==> src/rtl/tl45_regfile_sb_if.sv <==
// Register-file bundle between writeback, decode/operand-fetch and the regfile.
// master = pipeline side driving writes/reads/issues, slave = tl45_regfile_sb.
interface tl45_regfile_sb_if #(
  parameter int IDX_W  = 4,
  parameter int DATA_W = 32
);
  logic              i_rf_en;
  logic [IDX_W-1:0]  i_rf_reg;
  logic [DATA_W-1:0] i_rf_val;
  logic              i_rd_stall;
  logic [IDX_W-1:0]  i_sr1;
  logic [IDX_W-1:0]  i_sr2;
  logic [DATA_W-1:0] o_sr1_val;
  logic [DATA_W-1:0] o_sr2_val;
  logic              i_issue;
  logic [IDX_W-1:0]  i_issue_dr;
  logic              i_flush;
  logic              o_hazard;
  logic              o_issue_stall;

  modport master (
    output i_rf_en, i_rf_reg, i_rf_val, i_rd_stall, i_sr1, i_sr2,
    output i_issue, i_issue_dr, i_flush,
    input  o_sr1_val, o_sr2_val, o_hazard, o_issue_stall
  );

  modport slave (
    input  i_rf_en, i_rf_reg, i_rf_val, i_rd_stall, i_sr1, i_sr2,
    input  i_issue, i_issue_dr, i_flush,
    output o_sr1_val, o_sr2_val, o_hazard, o_issue_stall
  );
endinterface

==> src/rtl/tl45_regfile_sb.sv <==
// 16x32 register file with 1-cycle registered reads and a per-register pending-write scoreboard.
// Optional macro TL45_REGFILE_BYPASS_EN adds write-to-read forwarding and same-cycle hazard release.
module tl45_regfile_sb #(
  parameter int NREGS  = 16,
  parameter int PEND_W = 2,
  parameter int DATA_W = 32
) (
  input  logic               i_clk,
  input  logic               i_reset_n,
  tl45_regfile_sb_if.slave   rf
);
  localparam int IDX_W = $clog2(NREGS);

  logic [DATA_W-1:0] regs    [NREGS];
  logic [PEND_W-1:0] cnt     [NREGS];
  logic [PEND_W-1:0] cnt_nxt [NREGS];

  logic [DATA_W-1:0] sr1_val_p1, sr2_val_p1;
  logic [DATA_W-1:0] rd1_p0, rd2_p0;
  logic              inc, dec, issue_stall;
  logic              pend1, pend2, retire1, retire2;

  function automatic logic cnt_full(input logic [PEND_W-1:0] c);
    return c == {PEND_W{1'b1}};
  endfunction

  assign issue_stall = rf.i_issue && (rf.i_issue_dr != '0) && cnt_full(cnt[rf.i_issue_dr]);
  assign inc         = rf.i_issue && (rf.i_issue_dr != '0) && !issue_stall;
  assign dec         = rf.i_rf_en && (rf.i_rf_reg != '0) && (cnt[rf.i_rf_reg] != '0);

`ifdef TL45_REGFILE_BYPASS_EN
  // A last outstanding write retiring this cycle is forwarded, so it no longer blocks decode.
  assign retire1 = rf.i_rf_en && (rf.i_rf_reg == rf.i_sr1) && (cnt[rf.i_sr1] == PEND_W'(1));
  assign retire2 = rf.i_rf_en && (rf.i_rf_reg == rf.i_sr2) && (cnt[rf.i_sr2] == PEND_W'(1));
`else
  assign retire1 = 1'b0;
  assign retire2 = 1'b0;
`endif

  assign pend1 = (rf.i_sr1 != '0) && (cnt[rf.i_sr1] != '0) && !retire1;
  assign pend2 = (rf.i_sr2 != '0) && (cnt[rf.i_sr2] != '0) && !retire2;

  assign rf.o_hazard      = pend1 || pend2;
  assign rf.o_issue_stall = issue_stall;
  assign rf.o_sr1_val     = sr1_val_p1;
  assign rf.o_sr2_val     = sr2_val_p1;

  // Stage p0: read-port selection (architectural value, optionally forwarded write data)
  always_comb begin
    rd1_p0 = (rf.i_sr1 == '0) ? '0 : regs[rf.i_sr1];
    rd2_p0 = (rf.i_sr2 == '0) ? '0 : regs[rf.i_sr2];
`ifdef TL45_REGFILE_BYPASS_EN
    if (rf.i_rf_en && (rf.i_sr1 != '0) && (rf.i_rf_reg == rf.i_sr1)) rd1_p0 = rf.i_rf_val;
    if (rf.i_rf_en && (rf.i_sr2 != '0) && (rf.i_rf_reg == rf.i_sr2)) rd2_p0 = rf.i_rf_val;
`endif
  end

  // Matching inc and dec on one register cancel; flush overrides both.
  always_comb begin
    for (int r = 0; r < NREGS; r++) cnt_nxt[r] = cnt[r];
    cnt_nxt[0] = '0;
    if (rf.i_flush) begin
      for (int r = 0; r < NREGS; r++) cnt_nxt[r] = '0;
    end else begin
      for (int r = 1; r < NREGS; r++) begin
        if ((inc && (rf.i_issue_dr == IDX_W'(r))) && !(dec && (rf.i_rf_reg == IDX_W'(r))))
          cnt_nxt[r] = cnt[r] + PEND_W'(1);
        else if ((dec && (rf.i_rf_reg == IDX_W'(r))) && !(inc && (rf.i_issue_dr == IDX_W'(r))))
          cnt_nxt[r] = cnt[r] - PEND_W'(1);
      end
    end
  end

  // Stage p1: register array, scoreboard and read outputs
  always_ff @(posedge i_clk) begin
    if (!i_reset_n) begin
      for (int r = 0; r < NREGS; r++) begin
        regs[r] <= '0;
        cnt[r]  <= '0;
      end
      sr1_val_p1 <= '0;
      sr2_val_p1 <= '0;
    end else begin
      if (rf.i_rf_en && (rf.i_rf_reg != '0)) regs[rf.i_rf_reg] <= rf.i_rf_val;
      for (int r = 0; r < NREGS; r++) cnt[r] <= cnt_nxt[r];
      if (!rf.i_rd_stall) begin
        sr1_val_p1 <= rd1_p0;
        sr2_val_p1 <= rd2_p0;
      end
    end
  end
endmodule

==> src/flat_wrapper.sv <==
// flat-port wrapper written by rule: the top's interface ports become plain ports
module tl45_regfile_sb_flat 
#(
  parameter int NREGS  = 16,
  parameter int PEND_W = 2,
  parameter int DATA_W = 32
)
  (i_clk, i_reset_n, rf_i_rf_en, rf_i_rf_reg, rf_i_rf_val, rf_i_rd_stall, rf_i_sr1, rf_i_sr2, rf_i_issue, rf_i_issue_dr, rf_i_flush, rf_o_sr1_val, rf_o_sr2_val, rf_o_hazard, rf_o_issue_stall);
  tl45_regfile_sb_if #(.DATA_W(DATA_W)) rf_i ();
  input  logic i_clk;
  input  logic i_reset_n;
  input wire logic [$bits(rf_i.i_rf_en)-1:0] rf_i_rf_en;
  input wire logic [$bits(rf_i.i_rf_reg)-1:0] rf_i_rf_reg;
  input wire logic [$bits(rf_i.i_rf_val)-1:0] rf_i_rf_val;
  input wire logic [$bits(rf_i.i_rd_stall)-1:0] rf_i_rd_stall;
  input wire logic [$bits(rf_i.i_sr1)-1:0] rf_i_sr1;
  input wire logic [$bits(rf_i.i_sr2)-1:0] rf_i_sr2;
  input wire logic [$bits(rf_i.i_issue)-1:0] rf_i_issue;
  input wire logic [$bits(rf_i.i_issue_dr)-1:0] rf_i_issue_dr;
  input wire logic [$bits(rf_i.i_flush)-1:0] rf_i_flush;
  output wire logic [$bits(rf_i.o_sr1_val)-1:0] rf_o_sr1_val;
  output wire logic [$bits(rf_i.o_sr2_val)-1:0] rf_o_sr2_val;
  output wire logic [$bits(rf_i.o_hazard)-1:0] rf_o_hazard;
  output wire logic [$bits(rf_i.o_issue_stall)-1:0] rf_o_issue_stall;
  assign rf_i.i_rf_en = rf_i_rf_en;
  assign rf_i.i_rf_reg = rf_i_rf_reg;
  assign rf_i.i_rf_val = rf_i_rf_val;
  assign rf_i.i_rd_stall = rf_i_rd_stall;
  assign rf_i.i_sr1 = rf_i_sr1;
  assign rf_i.i_sr2 = rf_i_sr2;
  assign rf_i.i_issue = rf_i_issue;
  assign rf_i.i_issue_dr = rf_i_issue_dr;
  assign rf_i.i_flush = rf_i_flush;
  assign rf_o_sr1_val = rf_i.o_sr1_val;
  assign rf_o_sr2_val = rf_i.o_sr2_val;
  assign rf_o_hazard = rf_i.o_hazard;
  assign rf_o_issue_stall = rf_i.o_issue_stall;
  tl45_regfile_sb #(.NREGS(NREGS), .PEND_W(PEND_W), .DATA_W(DATA_W)) u_core (.i_clk(i_clk), .i_reset_n(i_reset_n), .rf(rf_i));
endmodule
==> config.mk <==
export PLATFORM = sky130hd
export DESIGN_NAME = tl45_regfile_sb_flat
export DESIGN_NICKNAME = d
export VERILOG_FILES = /design/src/rtl/tl45_regfile_sb_if.sv /design/src/rtl/tl45_regfile_sb.sv /design/src/flat_wrapper.sv
export SDC_FILE = /design/constraint.sdc
export NUM_CORES = 1
export LEC_CHECK = 0
export BUFFER_PORTS_ARGS = -buffer_cell sky130_fd_sc_hd__buf_2
export CORE_ASPECT_RATIO = 0.7
export CORE_MARGIN = 2
export CORE_UTILIZATION = 56
export DETAILED_ROUTE_END_ITERATION = 8
export PLACE_DENSITY = 0.76
export SLEW_MARGIN = 15
export SYNTH_ARGS = -nofsm -noshare
export SYNTH_HDL_FRONTEND = slang
export SYNTH_SLANG_ARGS = --single-unit
==> constraint.sdc <==
create_clock -name i_clk -period 3.5 [get_ports i_clk]
set_input_delay 0.175 -clock i_clk [delete_from_list [all_inputs] [get_ports i_clk]]
set_output_delay 0.175 -clock i_clk [all_outputs]
set_load 0.005 [all_outputs]
==> flow_metrics.py <==
metrics = {
    "layout": {
        "fin_nets": 2313,
        "drive_above_1_share": 0.260,
        "regArea_um2": 17300,
        "nFillCells": 4010,
        "multi_input_area_um2": 13300,
        "final_util": 0.636,
        "area_growth_syn_to_layout_pct": 12.6,
    },
    "timing": {
        "maxSlewViolCount": 0,
        "fmax_ghz": 0.354,
        "setup_viol": 0,
        "fin_worst_skew_ns": 0.0241,
        "fin_crit_ns": 2.82,
        "hold_violations": 0,
        "setup_tns_ns": 0,
        "relSlewSlack": 0.228,
        "rsz0062_at_grt": "no",
        "tightest_slew_ns": 1.16,
        "timing.final.crit_share": 0.807,
    },
    "power": {
        "cellPowerDensity_nw_per_um2": 482,
        "p_sw_frac": 0.235,
        "p_int_uw": 12900,
        "leakage_uw": 0.0126,
        "power_frac_comb": 0.105,
        "vdd_drop_max_uv": 409,
        "seqPwrFrac": 0.503,
        "pwr-share-clk": 0.392,
        "switchingPower_uw": 3960,
    },
    "status": {
        "run_status": "finished, final reports clean",
    },
    "route": {
        "wl_mm": 85.7,
        "ant_nets": 0,
        "wl_per_cell_um": 28.2,
        "routed-via-count": 19600,
        "drcViolationCount": 0,
        "dr.pass1.iters": 5,
        "vias_per_cell": 6.44,
        "drt-initial-drc-count": 2425,
    },
    "floorplan": {
        "core-area_um2": 55000,
        "num_rows": 72,
        "dieArea_um2": 57400,
        "start_util": 0.565,
        "fp.dieW_um": 286,
        "io_pins": 120,
        "die_h_um": 201,
    },
    "critical_path": {
        "crit_type": "register to register",
        "critPathMaxFanout": 4,
        "arrival_ns": 3.37,
        "crit_start": "u_core.cnt[7][0]$_SDFFE_PP0P_",
        "cp.required_ns": 4.05,
        "end_kind": "register",
        "rr_startpoint": "u_core.cnt[7][0]$_SDFFE_PP0P_",
        "critPathLaunchType": "register",
    },
    "placement": {
        "hpwl_mm": 48.8,
        "numPortBuffers": 119,
        "gp_congestion": 0.925,
    },
    "global_routing": {
        "grt_pass1_wl_mm": 128,
        "grt_use_total": 0.304,
        "grt_max_degree": 89,
        "antenna_found_initial": 5,
        "overflow": 0,
        "grt_pass1_vias": 20200,
    },
    "cts": {
        "clk_latency_ns": 0.63,
        "h-tree-depth": 2,
        "numCtsBuffers": 58,
        "clock_path_buffers": 3,
        "cts.clk_slew.worst_paths_ns": 0.07,
        "cts_sinks": 606,
        "root_buffer": "clkbuf_16",
        "cts_tree": "built",
        "post_cts_resized": 0,
    },
    "worst_hold_path": {
        "hold_class": "primary input to register",
        "min_from": "rf_i_rf_val[27]",
    },
    "synth": {
        "synth_top_area_frac": 0.495,
        "syn_area_per_cell_um2": 14.5,
        "yosysSeqAreaShare": 0.555,
        "yosys_register_bits": 606,
        "synth_edf_count": 512,
        "synth-async-reset-ratio": 0,
        "synth.largest_area_cell": "edfxtp_1",
        "synth_area_um2": 31100,
        "synthTopCellsByArea": "edfxtp_1 49%, mux4_2 20%, and2_1 9.7%",
        "yosys_warnings": 0,
        "synth_cell_types": 49,
        "syn_inst": 2139,
        "synthFlopType": "edfxtp_1",
    },
    "flow_run": {
        "max-cap-violations": 0,
    },
}
==> layout by cell type, fill, tap and decap left out, types with 5 or more instances in the layout <==
cell           count
mux2i_1          132
o21ai_1           11
clkbuf_8          12
nand2b_1           9
buf_4             47
o21ai_4            9
xor2_1            30
o21ai_0           70
clkbuf_1          13
bufinv_16          7
dlygate4sd3_1     23
nor2b_1            8
nor3_1             9
clkbuf_16         59
and2_1           482
buf_12            15
nor2_2             9
conb_1            32
nor3_2             5
and3_1             5
dfxtp_1           94
nand2b_2           7
nand2_1            9
mux4_2           270
a21oi_1           84
clkinv_1           7
or3_1             15
ha_1              15
buf_2            113
nor2_1           102
edfxtp_1         512
or2_2             14
clkinv_2          11
==> sequential cells by signal, indices dropped and copies added, names as in the netlist <==
register / flops
u_core.rf.o_sr2_val: 32
u_core.regs: 512
u_core.cnt: 30
u_core.rf.o_sr1_val: 32
==> logic make-up after synthesis <==
kind of cell             count (synthesis)  share of synthesized area
multiplexers                           407                      0.240
buffers and inverters                  191                     0.0262
flip-flops                             606                      0.555
AO/OA/AOI/OAI                          190                     0.0329
other                                    1                   0.000121
adder cells (fa/ha/maj)                 15                    0.00604
XOR/XNOR                                30                    0.00845
AND/OR/NAND/NOR                        699                      0.131
==> power groups by stage <==
stage	Sequential [uW]	Clock, uW	Combinational, uW
6_report	8490	6610	1780
5_1_grt	8530	6950	1890
4_1_cts	8480	6670	1780
3_5_place_dp	8630	0	1740
3_3_place_gp	8580	0	1720
2_1_floorplan	8560	0	1180
==> worst max-delay path: stages, from the launching register on <==
cell and delay (ns):
dfxtp_1 0.44, nor2_1 0.12, mux4_2 0.46, o22ai_1 0.27, o211ai_1 0.24, or2_2 0.35, ha_1 0.34, or3_1 0.36
a21oi_1 0.16
==> per-stage QoR <==
stage / hold WS (ns) / std cells / total power (uW) / instance area [um2] / setup WS, ns
floorplan: 0.373 / 2170 / 9740 / 31200 / 0.103
global placement: 0.448 / 2901 / 10300 / 32800 / 0.636
detailed placement: 0.455 / 2901 / 10400 / 32800 / 0.641
CTS: 0.00195 / 3034 / 16900 / 35000 / 0.677
global route: 0.0403 / 3036 / 17400 / 35000 / 0.526
finish: 0.0259 / 3037 / 16900 / 35000 / 0.677
==> cell type report <==
type | count | share of cell area
multi-input cells | 1373 | 0.380
clock inverters | 28 | 0.00937
repair buffers | 202 | 0.0428
inverters | 3 | 0.000322
clock buffers | 82 | 0.0475
diodes | 3 | 0.000215
flip-flops and latches | 606 | 0.493
well taps | 740 | 0.0265
==> cells in the mapped netlist (2+ instances only) <==
cell type    n
buf_4        7
nor3b_1      2
mux2i_1    132
nor2_1     111
nand2_1      9
or2_2       14
nand4_1      4
mux2_2       4
o211ai_1     4
and4_1       4
buf_6        3
nand2b_1    16
nor3_1      14
clkbuf_1   125
or3_1       17
inv_1        3
o21ai_1     11
a21oi_1     84
edfxtp_1   512
o22ai_1      2
xor2_1      30
ha_1        15
buf_2       40
dfxtp_1     94
o21ai_0     79
and2_1     483
nor2b_1      8
nand3_1      4
mux4_2     270
buf_1       13
nor4_1       3
and3_1       5
==> per-layer routing <==
| layer | share of wire | wire length (um) | GRT usage |
|---|---|---|---|
| met4 | 0.036 | 3110 | 0.107 |
| met2 | 0.47 | 40100 | 0.476 |
| met1 | 0.39 | 33400 | 0.430 |
| met3 | 0.11 | 9020 | 0.0603 |
| met5 | 0.00013 | 11 | 0 |
==> worst paths after layout <==
check / endpoint / slack, ns / cells after the start
worst max-delay path: u_core.cnt[10][1]$_SDFFE_PP0P_ / 0.68 / 8
worst min-delay path: u_core.regs[15][27]$_SDFFCE_PN0P_ / 0.03 / 2
worst max register to register: u_core.cnt[10][1]$_SDFFE_PP0P_ / 0.68 / 8
worst min register to register: u_core.rf.o_sr2_val[5]$_SDFFE_PN0N_ / 0.46 / 2
==> timing repair <==
item                      in CTS  in global routing
setup buffers                  0                  0
hold buffers                  23                  0
hold endpoints to repair     241                  0
(Power assumes the default switching activity.)
